## src/rtl/reset_sequencer_if.sv

```systemverilog
// reset_sequencer_if: request/acknowledge and sequenced-reset bundle between
// the reset sequencer (master) and the blocks it brings out of reset (slave).
interface reset_sequencer_if #(
    parameter int NUM_STAGES = 4
);
    logic                          sw_rst_req;
    logic [NUM_STAGES-1:0]         stage_ack;
    logic [NUM_STAGES-1:0]         rst_out;
    logic                          seq_busy;
    logic                          seq_done;
    logic                          timeout_err;
    logic [$clog2(NUM_STAGES)-1:0] cur_stage;

    modport master (
        input  sw_rst_req, stage_ack,
        output rst_out, seq_busy, seq_done, timeout_err, cur_stage
    );

    modport slave (
        output sw_rst_req, stage_ack,
        input  rst_out, seq_busy, seq_done, timeout_err, cur_stage
    );
endinterface

```

## src/rtl/reset_sequencer.sv

```systemverilog
// reset_sequencer: stretches reset, then releases stages in ascending order.
// Define RST_SEQ_ACK_EN to wait for each stage's acknowledge (with timeout).
module reset_sequencer #(
    parameter int NUM_STAGES     = 4,
    parameter int STRETCH_CYCLES = 16,
    parameter int STAGE_GAP      = 8,
    parameter int ACK_TIMEOUT    = 255
) (
    input logic clk,
    input logic reset,
    reset_sequencer_if.master bus
);
    localparam int SW    = $clog2(NUM_STAGES);
    localparam int MAX_A = STRETCH_CYCLES > STAGE_GAP ? STRETCH_CYCLES : STAGE_GAP;
    localparam int MAXC  = MAX_A > ACK_TIMEOUT ? MAX_A : ACK_TIMEOUT;
    localparam int CW    = $clog2(MAXC + 1);
`ifdef RST_SEQ_ACK_EN
    typedef enum logic [1:0] {ASSERT, WAIT_ACK, GAP, DONE} state_t;
    localparam state_t RELEASED = WAIT_ACK;
`else
    typedef enum logic [1:0] {ASSERT, GAP, DONE} state_t;
    localparam state_t RELEASED = GAP;
    logic unused_ack;
    assign unused_ack = ^bus.stage_ack;
`endif
    state_t                state, state_nx;
    logic [CW-1:0]         cnt, cnt_nx;
    logic [SW-1:0]         stage_nx;
    logic [NUM_STAGES-1:0] rst_nx;
    logic                  terr_nx;

    always_comb begin
        state_nx = state;
        cnt_nx   = cnt;
        stage_nx = bus.cur_stage;
        rst_nx   = bus.rst_out;
        terr_nx  = bus.timeout_err;
        if (bus.sw_rst_req) begin
            state_nx = ASSERT;
            cnt_nx   = '0;
            stage_nx = '0;
            rst_nx   = '1;
            terr_nx  = 1'b0;
        end else begin
            case (state)
                ASSERT: begin
                    cnt_nx = cnt + CW'(1);
                    if (cnt == CW'(STRETCH_CYCLES - 1)) begin
                        cnt_nx    = '0;
                        stage_nx  = '0;
                        rst_nx[0] = 1'b0;
                        state_nx  = RELEASED;
                    end
                end
`ifdef RST_SEQ_ACK_EN
                WAIT_ACK: begin
                    cnt_nx = cnt + CW'(1);
                    if (bus.stage_ack[bus.cur_stage] || cnt == CW'(ACK_TIMEOUT - 1)) begin
                        terr_nx  = bus.timeout_err | ~bus.stage_ack[bus.cur_stage];
                        cnt_nx   = '0;
                        state_nx = GAP;
                    end
                end
`endif
                GAP: begin
                    cnt_nx = cnt + CW'(1);
                    if (cnt == CW'(STAGE_GAP - 1)) begin
                        cnt_nx = '0;
                        if (bus.cur_stage == SW'(NUM_STAGES - 1)) begin
                            state_nx = DONE;
                        end else begin
                            stage_nx         = bus.cur_stage + SW'(1);
                            rst_nx[stage_nx] = 1'b0;
                            state_nx         = RELEASED;
                        end
                    end
                end
                default: rst_nx = '0;
            endcase
        end
    end

    // Outputs are registered from the next-state values so they track state exactly.
    always_ff @(posedge clk) begin
        if (reset) begin
            state           <= ASSERT;
            cnt             <= '0;
            bus.rst_out     <= '1;
            bus.cur_stage   <= '0;
            bus.seq_busy    <= 1'b1;
            bus.seq_done    <= 1'b0;
            bus.timeout_err <= 1'b0;
        end else begin
            state           <= state_nx;
            cnt             <= cnt_nx;
            bus.rst_out     <= rst_nx;
            bus.cur_stage   <= stage_nx;
            bus.seq_busy    <= state_nx != DONE;
            bus.seq_done    <= state_nx == DONE;
            bus.timeout_err <= terr_nx;
        end
    end
endmodule

```

## src/flat_wrapper.sv

```systemverilog
// flat-port wrapper written by rule: the top's interface ports become plain ports
module reset_sequencer_flat 
#(
    parameter int NUM_STAGES     = 4,
    parameter int STRETCH_CYCLES = 16,
    parameter int STAGE_GAP      = 8,
    parameter int ACK_TIMEOUT    = 255
)
  (clk, reset, bus_sw_rst_req, bus_stage_ack, bus_rst_out, bus_seq_busy, bus_seq_done, bus_timeout_err, bus_cur_stage);
  reset_sequencer_if #(.NUM_STAGES(NUM_STAGES)) bus_i ();
  input logic clk;
  input logic reset;
  input wire logic [$bits(bus_i.sw_rst_req)-1:0] bus_sw_rst_req;
  input wire logic [$bits(bus_i.stage_ack)-1:0] bus_stage_ack;
  output wire logic [$bits(bus_i.rst_out)-1:0] bus_rst_out;
  output wire logic [$bits(bus_i.seq_busy)-1:0] bus_seq_busy;
  output wire logic [$bits(bus_i.seq_done)-1:0] bus_seq_done;
  output wire logic [$bits(bus_i.timeout_err)-1:0] bus_timeout_err;
  output wire logic [$bits(bus_i.cur_stage)-1:0] bus_cur_stage;
  assign bus_i.sw_rst_req = bus_sw_rst_req;
  assign bus_i.stage_ack = bus_stage_ack;
  assign bus_rst_out = bus_i.rst_out;
  assign bus_seq_busy = bus_i.seq_busy;
  assign bus_seq_done = bus_i.seq_done;
  assign bus_timeout_err = bus_i.timeout_err;
  assign bus_cur_stage = bus_i.cur_stage;
  reset_sequencer #(.NUM_STAGES(NUM_STAGES), .STRETCH_CYCLES(STRETCH_CYCLES), .STAGE_GAP(STAGE_GAP), .ACK_TIMEOUT(ACK_TIMEOUT)) u_core (.clk(clk), .reset(reset), .bus(bus_i));
endmodule
```

## config.mk

```make
export PLATFORM = sky130hd
export DESIGN_NAME = reset_sequencer_flat
export DESIGN_NICKNAME = d
export VERILOG_FILES = /design/src/rtl/reset_sequencer_if.sv /design/src/rtl/reset_sequencer.sv /design/src/flat_wrapper.sv
export SDC_FILE = /design/constraint.sdc
export NUM_CORES = 1
export LEC_CHECK = 0
export BUFFER_PORTS_ARGS = -buffer_cell sky130_fd_sc_hd__buf_4
export CAP_MARGIN = 20
export CORE_ASPECT_RATIO = 0.6
export CORE_MARGIN = 4
export CORE_UTILIZATION = 30
export CTS_CLUSTER_SIZE = 30
export DETAILED_ROUTE_END_ITERATION = 16
export PLACE_DENSITY = 0.51
export SYNTH_ARGS = -nofsm -noshare
export SYNTH_HDL_FRONTEND = slang
export SYNTH_SLANG_ARGS = --single-unit
```

## constraint.sdc

```tcl
create_clock -name clk -period 2.6 [get_ports clk]
set_clock_uncertainty 0.15 [all_clocks]
set_input_delay 0.26 -clock clk [delete_from_list [all_inputs] [get_ports clk]]
set_output_delay 0.26 -clock clk [all_outputs]
set_load 0.005 [all_outputs]
```

# --- Word-level counts from Yosys, hierarchy flattened ---
# Index checks and enable logic that the tools add are counted.
op_classes:
  addsub: 2
  magnitude_cmp: 2
  eq_ne: 9
  n_mux: 19
  bitwise: 3
  n_reduce_logical: 7
op_table:
  columns: ["operator", "count"]
  rows:
  - ["8-bit 2-to-1 mux", 2]
  - ["8-bit case mux with 2 select lines", 1]
  - ["2-bit 2-to-1 mux", 7]
  - ["8-bit by 1-bit adder with 8-bit output (second input constant)", 1]
  - ["8-bit by 3-bit == test with 1-bit output (second input constant)", 1]
  - ["8-bit by 4-bit == test with 1-bit output (second input constant)", 1]
  - ["4-bit 2-to-1 mux", 2]
  - ["2-bit case mux with 2 select lines", 2]
  - ["3-bit case mux with 2 select lines", 1]
  - ["3-bit AND reduction", 2]
  - ["4-bit AND", 1]
  - ["2-bit == test (second input constant)", 2]
  - ["2-bit by 1-bit != test with 1-bit output (second input constant)", 2]
  - ["2-bit != test (second input constant)", 2]
  - ["4-bit NOT", 1]
  - ["4-bit AND reduction", 1]
  - ["2-bit by 3-bit less-than comparator with 1-bit output (second input constant)", 1]
  - ["2-bit by 1-bit adder with 2-bit output (second input constant)", 1]
  - ["1-bit demux with 2-bit select", 1]
  - ["2-bit by 1-bit == test with 1-bit output (second input constant)", 1]
  - ["2-bit by 1-bit greater-or-equal comparator with 1-bit output (second input constant)", 1]
  - ["2-bit zero test", 1]
  - ["1-bit 2-to-1 mux", 2]
  - ["1-bit case mux with 2 select lines", 1]
  - ["other kinds (4)", 4]
totals:
  regBits: 18
  input_bits: 7
  output_inout_bits: 9
  wordCells: 49

# --- Logic depth before layout (Yosys ltp) ---
# Gate-level depths: netlist (run 1).
depth:
  depth_word: 10
  mapped_depth: 6
  ltp_nobuf: 5

# --- Least setup slack after synthesis (run 1) ---
# Ideal clock, no wire load.
synth_path:
  path_type: "reg-to-reg"
  start: "register u_core.cnt[0]"
  end: "register u_core.bus.cur_stage[0]"
  setup_time_ns: 0.115
  arrival_ns: 1.343
  t_required_ns: 2.335
  path_slack_ns: 0.992
  stages_incl_launch_ff: 7
  path_buffers: 1
  period_less_slack_ns: 1.608
  cell_sequence: "dfxtp_1 > ha_1 > and3b_1 > clkbuf_1 > o211ai_1 > and3_1 > a31o_1"
synth_via:
  elab_chain_cells: 3
  elab_cells_between_ends: 5
  cone_classes: "eq/ne: 4; reduce/logical: 1"
synth_lines:
  columns: ["item", "line", "text"]
  rows:
  - ["from (decl)", "reset_sequencer.sv:27", "logic [CW-1:0] cnt, cnt_nx;"]
  - ["from (signal assigned)", "reset_sequencer.sv:95", "cnt <= cnt_nx;"]
  - ["8-bit by 3-bit == test with 1-bit output / 8-bit by 4-bit == test with 1-bit output (equally long branches)", "reset_sequencer.sv:67, reset_sequencer.sv:48", null]
  - ["2-bit by 1-bit != test with 1-bit output (no source line)", null, null]
  - ["4-bit AND reduction (no source line) *", null, null]
  - ["to (signal assigned)", "reset_sequencer.sv:97", "bus.cur_stage <= stage_nx;"]
  - ["to (decl)", "reset_sequencer_if.sv:16", "output rst_out, seq_busy, seq_done, timeout_err, cur_stage"]
# Every way passes the cells marked *; elsewhere a longest branch is shown, timed or not.
# A chain may end at the register's enable or synchronous reset.

# --- Worst setup path after layout (run 1) ---
# Ends and elaborated chain as after synthesis.

==> reports/metrics.yaml, run 1 <==
drv_cap: 0
path_clk_slew_ns: 0.07
leakagePower_uw: 0.0003607
cts-resized-gates: 0
yosysMostFrequentCell: "dfxtp_1"
core_um2: 2575
num_antenna_cells: 0
drt-initial-drc-count: 52
synthAdderAreaFrac: 0.07553
tritoncts: "done"
dieArea_um2: 3693
synthToLayoutAreaGrowth_pct: 18.28
power_uw: 521.7
cts_sinks: 18
fin_area_um2: 979.7
track_usage: 0.09675
cp_slowest_cell: "dfxtp_1"
ios: 16
grt-ovfl-total: 0
r2r-end: "u_core.bus.cur_stage[0]$_SDFFE_PP0P_"
max-vdd-ir-drop_mv: 0.2099
clock-root-buffer: "clkbuf_8"
grt_pass1_vias: 568
synthSimpleGateAreaFrac: 0.2356
crit_family: "simple AND/OR/NAND/NOR gates"
yosysSeqAreaShare: 0.4350
timing.fmax_mhz: 605.6
synth_mux_area_frac: 0
slowest_delay_ns: 0.37
yosys.area.top_type: "dfxtp_1"
syn_area_per_cell_um2: 9.412
hold_path_class: "in2reg"
power_density_nw_per_um2: 532.5
worstPathMaxFanout: 6
timing.hold.ws_ns: 0.2539
port-buffer-count: 10
final_nets: 111
cp.depth: 5
critPathBufInv: 0
grt_setup_unrepaired: "no"
syn-num-nets: 100
finalCritPeriodShare: 0.6351
die_w_um: 75.84
worstPathCellList: "ha_1 > and3b_1 > o211ai_1 > and3_1 > a31o_1"
ys_warn_count: 0
dp.final_hpwl_mm: 1.126
synth_ff_type: "dfxtp_1"
ys_ff_latch: 18
netlist_area_um2: 828.3
async_flop_share: 0
cts_buffers: 3
num_vias: 613
rr_startpoint: "u_core.cnt[0]$_SDFFE_PP0N_"
worstSetupStartpoint: "u_core.cnt[0]$_SDFFE_PP0N_"
synth_edf_count: 0
crit_end: "u_core.bus.cur_stage[0]$_SDFFE_PP0P_"
place_area_um2: 924.6
synth_top_family_by_area: "simple AND/OR/NAND/NOR gates"
synth_area_leaders: "dfxtp_1 44%, ha_1 7.6%, nor2_1 4.5%, a21oi_1 4.2%, xnor2_1 4.2%"
viasPerCell: 4.715
wirelength_mm: 1.546
crit_type: "reg2reg"
initial_utilization: 0.3217
synth_xor_area_frac: 0.08459
drive_gt1_frac: 0.1939
finalMaxSlewViolations: 0
grt_pass1_wl_mm: 2.670
antenna_found_initial: 0
regArea_um2: 360.3
synth_common_cells: "18 x dfxtp_1, 10 x nor2_1, 7 x a21oi_1, 7 x nand2_1, 5 x ha_1"
crit_arrival_ns: 1.65
ff2ff_setup_slack_ns: 0.95
setup_tns_ns: 0
avgRoutedWirePerCell_um: 11.89
cp-start-kind: "register"
holdCritStartpoint: "bus_sw_rst_req"
fin_ws_ns: 0.9487
grt_max_degree: 11
finalSetupViolations: 0
clockBufferDepth: 2
synth_compound_area_frac: 0.1284
drtPass1Iterations: 4
postCtsSetupBuffers: 0
place.gp.congestion: 0.7168
worstRegToRegCells: 5
ant_nets: 0
fin_crit_ns: 1.651
clock_latency_ns: 0.26
status: "finished clean"
multiInputGateArea_um2: 437.9
rows: 14
cts-hold-fix-buffers: 0
hold_viol: 0
synth_cell_type_count: 29
drc: 0
place_ws_ns: 0.9539
fillers: 255
syn_inst: 88
die_h_um: 48.70
crit_required_ns: 2.60
synth_top_area_frac: 0.4350
end_kind: "register"
htree_levels: 1
[per-stage QoR]
step                        util  std cells
after floorplan                -         88
after global placement    0.3591        126
after detailed placement  0.3591        126
after CTS                 0.3805        130
after global routing      0.3805        130
final                     0.3805        130
[worst min path at each step]
stage / to / depth (start not counted) / slack [ns]
after floorplan: u_core.cnt[1]$_SDFFE_PP0N_ / 2 / 0.30
after global placement: u_core.bus.rst_out[0]$_SDFFE_PP1P_ / 1 / 0.32
after detailed placement: u_core.cnt[1]$_SDFFE_PP0N_ / 2 / 0.32
after CTS: u_core.cnt[3]$_SDFFE_PP0N_ / 4 / 0.25
after global routing: u_core.cnt[5]$_SDFFE_PP0N_ / 4 / 0.27
final: u_core.cnt[3]$_SDFFE_PP0N_ / 4 / 0.25
[layout make-up]
| cell class | count | share of cell area |
|---|---|---|
| clock buffer | 4 | 0.05619 |
| inverter | 3 | 0.01149 |
| multi-input combinational | 63 | 0.4470 |
| sequential | 18 | 0.3678 |
| tap | 32 | 0.04087 |
| timing repair buffer | 10 | 0.07663 |
[where the power goes]
group          switching (uW)  total [uW]  internal, uW
Combinational            7.53        12.6          5.03
Sequential               1.37         279           277
Clock                    95.9         231           135
[worst reg2reg max path, cell delays in order (launching register included)]
cell	delay, ns
dfxtp_1	0.37
ha_1	0.23
and3b_1	0.30
o211ai_1	0.13
and3_1	0.20
a31o_1	0.17
[metal layers]
metal	GRT usage	up-vias	share of wire
met2	0.1165	14	0.37
met5	0	-	0
met4	0.04360	0	0.021
met1	0.1420	276	0.53
li1	-	319	-
met3	0.04339	4	0.072
[logic make-up (layout without fill, tap and decap cells)]
family | Yosys count | count (layout)
AND/OR/NAND/NOR | 34 | 34
flip-flops | 18 | 18
AO/OA/AOI/OAI | 15 | 15
XOR/XNOR | 8 | 8
buffers and inverters | 7 | 17
adder cells (fa/ha/maj) | 5 | 5
other | 1 | 1
[flip-flops by register name, indices dropped and copies added (netlist names)]
name / cells
u_core.bus.cur_stage: 2
u_core.bus.rst_out: 4
u_core.bus.seq_busy: 1
u_core.bus.seq_done: 1
u_core.cnt: 8
u_core.state: 2
[cells in the final DEF (no fill, tap or decap), types with 2 or more instances in the layout]
| master | count |
|---|---|
| xnor2_1 | 4 |
| a31o_1 | 3 |
| nand4_1 | 2 |
| nand2_1 | 7 |
| inv_1 | 3 |
| a21oi_1 | 7 |
| o211ai_1 | 2 |
| and3_1 | 2 |
| ha_1 | 5 |
| nor2_1 | 10 |
| nor2b_1 | 2 |
| nand4b_1 | 2 |
| dfxtp_1 | 18 |
| buf_4 | 10 |
| xor2_1 | 4 |
| clkbuf_8 | 4 |
No activity file was read; power rests on OpenSTA's default activity.
==> inputs of run 2 (changes only) <==
--- a/config.mk
+++ b/config.mk
@@ -12,7 +12,7 @@
 export CORE_UTILIZATION = 30
 export CTS_CLUSTER_SIZE = 30
 export DETAILED_ROUTE_END_ITERATION = 16
-export PLACE_DENSITY = 0.51
+export PLACE_DENSITY = 0.52
 export SYNTH_ARGS = -nofsm -noshare
 export SYNTH_HDL_FRONTEND = slang
 export SYNTH_SLANG_ARGS = --single-unit
==> constraint.sdc (replaced) <==
create_clock -name clk -period 1.35 [get_ports clk]
set_clock_uncertainty 0.15 [all_clocks]
set_input_delay 0.135 -clock clk [delete_from_list [all_inputs] [get_ports clk]]
set_output_delay 0.135 -clock clk [all_outputs]
set_load 0.005 [all_outputs]
==> run 2 against run 1 <==
The run now ends with negative setup slack left; total power is 80% higher; first-iteration DRC count is 63% lower; core utilization is 8.9 points higher; highest routed layer unchanged; fmax is 11% higher; die area stayed put; critical path depth stayed put; sequential cell count stayed put; final area is 23% higher; sequential power is 93% higher; largest power group unchanged; via count is 14% higher; count of clock-buffer cells in the layout is 1 lower.
==> reports/metrics.yaml, run 2 (same netlist as run 1, synthesis figures left out) <==
power.share.combinational: 0.040  # was 0.024
largest_reg_flops: 8  # unchanged
viasPerCell: 4.667  # was 4.715
worstPathCellList: "ha_4 > and3b_2 > o211ai_1 > and3_1 > a31o_1"  # was ha_1 > and3b_1 > o211ai_1 > and3_1 > a31o_1
violations: "negative setup slack"
cts_sinks: 18  # unchanged
num_vias: 700  # was 613
ant_nets: 0  # unchanged
initial_utilization: 0.3217  # unchanged
slowest_delay_ns: 0.35  # was 0.37 ns
rr_startpoint: "u_core.cnt[1]$_SDFFE_PP0N_"  # was u_core.cnt[0]$_SDFFE_PP0N_
fin_ws_ns: -0.1321  # was 0.9487 ns
min_path_cells: 5  # was 4
num_antenna_cells: 0  # unchanged
timing.fmax_mhz: 674.7  # was 605.6 MHz
core_um2: 2575  # unchanged
dieArea_um2: 3693  # unchanged
switchingPower_uw: 187.2  # was 104.8 uW
hold_path_class: "in2reg"  # unchanged
reg_top3: "u_core.cnt x8, u_core.bus.rst_out x4"  # unchanged
crit_type: "reg2reg"  # unchanged
p_seq_frac: 0.574  # was 0.534
grt_pass1_vias: 692  # was 568
worstPathMaxFanout: 6  # unchanged
dp.final_hpwl_mm: 1.446  # was 1.126 mm
finalCritPeriodShare: 1.098  # was 0.6351
track_usage: 0.1138  # was 0.09675
status: "finished with violations"  # was finished clean
htree_levels: 1  # unchanged
cp_slowest_cell: "dfxtp_2"  # was dfxtp_1
end_kind: "register"  # unchanged
cp-start-kind: "register"  # unchanged
fillers: 243  # was 255
avgRoutedWirePerCell_um: 12.83  # was 11.89 um
antenna_found_initial: 0  # unchanged
final_common_cell: "buf_4"  # was dfxtp_1
grt_setup_unrepaired: "yes"  # was no
r2r-end: "u_core.bus.cur_stage[0]$_SDFFE_PP0P_"  # unchanged
die_h_um: 48.70  # unchanged
cts_buffers: 3  # unchanged
ios: 16  # unchanged
max-vdd-ir-drop_mv: 0.4608  # was 0.2099 mV
power_uw: 937.3  # was 521.7 uW
cts-hold-fix-buffers: 0  # unchanged
holdCritStartpoint: "bus_sw_rst_req"  # unchanged
ff2ff_setup_slack_ns: -0.13  # was 0.95 ns
power_density_nw_per_um2: 775.5  # was 532.5 nW/um^2
grt_max_degree: 10  # was 11
synthToLayoutAreaGrowth_pct: 45.92  # was 18.28%
clockBufferDepth: 2  # unchanged
port-buffer-count: 10  # unchanged
hold_viol: 0  # unchanged
path_clk_slew_ns: 0.07  # about the same
setup_tns_ns: -0.9970  # was 0 ns
crit_required_ns: 1.34  # was 2.60 ns
place.gp.congestion: 0.7586  # was 0.7168
intPower_uw: 750.1  # was 416.9 uW
tritoncts: "done"  # unchanged
finalMaxSlewViolations: 0  # unchanged
top_register: "u_core.cnt"  # unchanged
leakagePower_uw: 0.0004691  # was 0.0003607 uW
grt-ovfl-total: 0  # unchanged
wirelength_mm: 1.924  # was 1.546 mm
crit_arrival_ns: 1.47  # was 1.65 ns
final_nets: 132  # was 111
fin_crit_ns: 1.482  # was 1.651 ns
grt_pass1_wl_mm: 3.215  # was 2.670 mm
die_w_um: 75.84  # unchanged
swShare: 0.1997  # was 0.2008
drt-initial-drc-count: 19  # was 52
final_cell_mix: "29 x buf_4, 15 x dfxtp_1, 9 x nor2_1, 6 x nand2_1, 5 x a21oi_1"  # was 18 x dfxtp_1, 10 x nor2_1, 10 x buf_4, 7 x nand2_1, 7 x a21oi_1
clock-root-buffer: "clkbuf_8"  # unchanged
pwr-share-clk: 0.386  # was 0.442
drtPass1Iterations: 4  # unchanged
rows: 14  # unchanged
worstRegToRegCells: 5  # unchanged
worstSetupStartpoint: "u_core.cnt[1]$_SDFFE_PP0N_"  # was u_core.cnt[0]$_SDFFE_PP0N_
drive_gt1_frac: 0.4322  # was 0.1939
min_to: "u_core.cnt[4]$_SDFFE_PP0N_"  # was u_core.cnt[3]$_SDFFE_PP0N_
drc: 0  # unchanged
finalSetupViolations: 16  # was 0
clock_latency_ns: 0.25  # was 0.26 ns
drv_cap: 0  # unchanged
## run 2: cell types whose count changed in the layout (fill, tap and decap cells not counted), sizes merged
cell	before	now
clkbuf	4	3
buf	10	31
## run 2: area by class of cell
cell class / instances / area, um^2 / share of cell area
Clock buffer: 3 / 41.29 / 0.03416
Inverter: 3 / 11.26 / 0.009317
Multi-Input combinational cell: 63 / 511.7 / 0.4234
Sequential cell: 18 / 364.1 / 0.3012
Tap cell: 32 / 40.04 / 0.03313
Timing Repair Buffer: 31 / 240.2 / 0.1988
## run 2: how the worst max path moves through the flow
| stage | end | slack (ns) |
|---|---|---|
| floorplan | u_core.bus.cur_stage[1]$_SDFFE_PP0P_ | -0.08 |
| global placement | u_core.bus.cur_stage[0]$_SDFFE_PP0P_ | -0.13 |
| detailed placement | u_core.bus.cur_stage[0]$_SDFFE_PP0P_ | -0.14 |
| CTS | u_core.bus.cur_stage[0]$_SDFFE_PP0P_ | -0.12 |
| global route | u_core.bus.cur_stage[0]$_SDFFE_PP0P_ | -0.22 |
| finish | u_core.bus.cur_stage[0]$_SDFFE_PP0P_ | -0.13 |
## run 2: per-stage QoR
step / instances / hold slack (ns) / utilization / worst slack [ns] / cell area, um^2
2_1_floorplan: 88 / 0.2218 / - / -0.08239 / 857.1
3_3_place_gp: 144 / 0.3106 / 0.4218 / -0.1310 / 1086
3_5_place_dp: 144 / 0.3527 / 0.4218 / -0.1394 / 1086
4_1_cts: 150 / 0.1892 / 0.4568 / -0.1157 / 1176
5_1_grt: 150 / 0.2484 / 0.4694 / -0.2199 / 1209
6_report: 150 / 0.2388 / 0.4694 / -0.1321 / 1209
## run 2: routing by layer
metal	vias up	track usage	wire length (um)
li1	361	-	-
met1	325	0.1843	1089
met2	12	0.1349	728
met3	2	0.04339	94
met4	0	0.02616	12
met5	-	0	0
## run 2: power groups by stage
stage          Clock, uW  Sequential [uW]  Combinational, uW
2_1_floorplan          0              550               18.3
3_3_place_gp           0              549               33.2
3_5_place_dp           0              550               34.3
4_1_cts              378              538               36.2
5_1_grt              395              538               39.7
6_report             362              538               37.4
## run 2: repair_timing
item	in CTS	in global routing
gates resized for setup	5	8
pin swaps	6	9
endpoints found under the hold margin	0	0
buffers inserted	3	0
endpoints found under the setup margin	17	17
## run 2: worst max-delay path, delay by kind of cell (launching register included)
family | cells | cell delay, ns
flip-flops | 1 | 0.35
AND/OR/NAND/NOR | 2 | 0.43
adder cells (fa/ha/maj) | 1 | 0.13
AO/OA/AOI/OAI | 2 | 0.31
==> inputs of run 3 (changes only) <==
--- a/config.mk
+++ b/config.mk
@@ -8,7 +8,6 @@
 export BUFFER_PORTS_ARGS = -buffer_cell sky130_fd_sc_hd__buf_4
 export CAP_MARGIN = 20
 export CORE_ASPECT_RATIO = 0.6
-export CORE_MARGIN = 4
 export CORE_UTILIZATION = 30
 export CTS_CLUSTER_SIZE = 30
 export DETAILED_ROUTE_END_ITERATION = 16
==> run 3 against run 2 <==
Die area down 19%; the flow still finishes with violations (negative setup slack); fmax down 1.1%; critical path depth unchanged; count of clock-buffer cells in the layout up 1; hold slack worse by 0.12 ns; global-route usage up 2.6 points; non-clock buffer count up 1; final area down 1.0%; critical path type unchanged; sequential share of layout area up 0.42 points.
==> reports/metrics.yaml, run 3 (same netlist as run 1, synthesis figures left out) <==
clock_latency_ns: 0.25  # about the same
num_antenna_cells: 0  # unchanged
drtPass1Iterations: 4  # unchanged
initial_utilization: 0.3239  # was 0.3217
crit_arrival_ns: 1.50  # was 1.47 ns
timing.hold.ws_ns: 0.1220  # was 0.2388 ns
track_usage: 0.1395  # was 0.1138
grt_pass1_vias: 620  # was 692
final_common_cell: "buf_4"  # unchanged
crit_type: "reg2reg"  # unchanged
tritoncts: "done"  # unchanged
antenna_found_initial: 0  # unchanged
status: "finished with violations"  # unchanged
drive_gt1_frac: 0.4250  # was 0.4322
clockBufferDepth: 2  # unchanged
violations: "negative setup slack"  # unchanged
cts_buffers: 3  # unchanged
hold_viol: 0  # unchanged
hold_path_class: "in2reg"  # unchanged
leakagePower_uw: 0.0004769  # was 0.0004691 uW
grt_setup_unrepaired: "yes"  # unchanged
cp_slowest_cell: "dfxtp_2"  # unchanged
fin_ws_ns: -0.1490  # was -0.1321 ns
port-buffer-count: 10  # unchanged
worstPathMaxFanout: 6  # unchanged
slowest_delay_ns: 0.34  # was 0.35 ns
timing.fmax_mhz: 667.1  # was 674.7 MHz
avgRoutedWirePerCell_um: 12.54  # was 12.83 um
critPathBufInv: 1  # was 0
top_layer: "met4"  # unchanged
rr_startpoint: "u_core.cnt[7]$_SDFFE_PP0N_"  # was u_core.cnt[1]$_SDFFE_PP0N_
crit_required_ns: 1.35  # was 1.34 ns
core_um2: 2557  # was 2575 um^2
met3RoutedLength_um: 91  # was 94 um
cp-start-kind: "register"  # unchanged
instances_no_fill: 152  # was 150
finalCritPeriodShare: 1.110  # was 1.098
finalSetupViolations: 15  # was 16
ant_nets: 0  # unchanged
reg_top3: "u_core.cnt x8, u_core.bus.rst_out x4"  # unchanged
drc: 0  # unchanged
final_cell_mix: "32 x buf_4, 14 x dfxtp_1, 10 x nor2_1, 7 x nand2_1, 7 x a21oi_1"  # was 29 x buf_4, 15 x dfxtp_1, 9 x nor2_1, 6 x nand2_1, 5 x a21oi_1
power_uw: 1016  # was 937.3 uW
dieArea_um2: 2982  # was 3693 um^2
viasPerCell: 4.618  # was 4.667
ios: 16  # unchanged
cts_sinks: 18  # unchanged
finalMaxSlewViolations: 0  # unchanged
num_vias: 702  # was 700
dp.cells: 145  # was 144
grt_max_degree: 11  # was 10
synthToLayoutAreaGrowth_pct: 44.41  # was 45.92%
worstPathCellList: "nor4_4 > buf_4 > o211ai_1 > and3_1 > a31o_1"  # was ha_4 > and3b_2 > o211ai_1 > and3_1 > a31o_1
power_density_nw_per_um2: 849.3  # was 775.5 nW/um^2
fin_crit_ns: 1.499  # was 1.482 ns
wl_met1_mm: 1.084  # was 1.089 mm
path_clk_slew_ns: 0.07  # about the same
clock-root-buffer: "clkbuf_8"  # unchanged
worstSetupStartpoint: "u_core.cnt[7]$_SDFFE_PP0N_"  # was u_core.cnt[1]$_SDFFE_PP0N_
end_kind: "register"  # unchanged
wl_met2_um: 715  # was 728 um
wirelength_mm: 1.906  # was 1.924 mm
cts-hold-fix-buffers: 0  # unchanged
die_h_um: 42.70  # was 48.70 um
crit_family: "simple AND/OR/NAND/NOR gates"  # unchanged
final_nets: 133  # was 132
dp.final_hpwl_mm: 1.438  # was 1.446 mm
drv_cap: 0  # unchanged
htree_levels: 1  # unchanged
max-vdd-ir-drop_mv: 0.5269  # was 0.4608 mV
holdCritStartpoint: "bus_sw_rst_req"  # unchanged
largest_reg_flops: 8  # unchanged
drt-initial-drc-count: 22  # was 19
place.gp.congestion: 0.7566  # was 0.7586
grt-ovfl-total: 0  # unchanged
top_register: "u_core.cnt"  # unchanged
die_w_um: 69.84  # was 75.84 um
rows: 14  # unchanged
grt_pass1_wl_mm: 3.105  # was 3.215 mm
final_util: 0.4677  # was 0.4694
==> run 3: where the power goes <==
group | total, uW | internal [uW] | switching (uW)
logic | 34.8 | 17.3 | 17.5
registers | 537 | 534 | 3.17
clock network | 444 | 259 | 185
==> run 3: through the flow <==
stage	cell area (um^2)	setup TNS [ns]	setup WS [ns]
6_report	1196	-1.537	-0.1490
2_1_floorplan	857.1	-0.2923	-0.08239
3_5_place_dp	1094	-1.704	-0.1702
4_1_cts	1166	-1.398	-0.1479
5_1_grt	1196	-2.480	-0.2130
3_3_place_gp	1094	-1.313	-0.1335
==> run 3: final timing paths <==
kind,end,slack (ns),cells after the start
max reg2reg,u_core.bus.cur_stage[0]$_SDFFE_PP0P_,-0.15,5
min reg2reg,u_core.bus.rst_out[0]$_SDFFE_PP1P_,0.34,1
min,u_core.state[1]$_SDFF_PP0_,0.12,4
max,u_core.bus.cur_stage[0]$_SDFFE_PP0P_,-0.15,5
==> run 3: cell type report <==
type,count,area [um^2]
clock buffer,4,55.05
multi-input combinational,63,484.2
inverter,3,11.26
sequential,18,365.4
fill,247,1361
timing repair buffer,32,240.2
tap,32,40.04
==> run 3: repair_timing <==
item	CTS	global route
pin swaps	2	4
hold endpoints to repair	0	0
gates resized for setup	3	3
buffers inserted	1	2
setup endpoints to repair	16	16
==> run 3: routing by layer <==
metal | vias to the layer above | GRT usage
li1 | 364 | -
met1 | 323 | 0.2149
met2 | 13 | 0.1731
met3 | 2 | 0.06176
met4 | 0 | 0.02400
met5 | - | 0
==> run 3: worst register-to-register path, stage by stage (launching register included) <==
cell and delay (ns):
dfxtp_2 0.34, nor4_4 0.26, buf_4 0.18, o211ai_1 0.11
and3_1 0.17, a31o_1 0.19
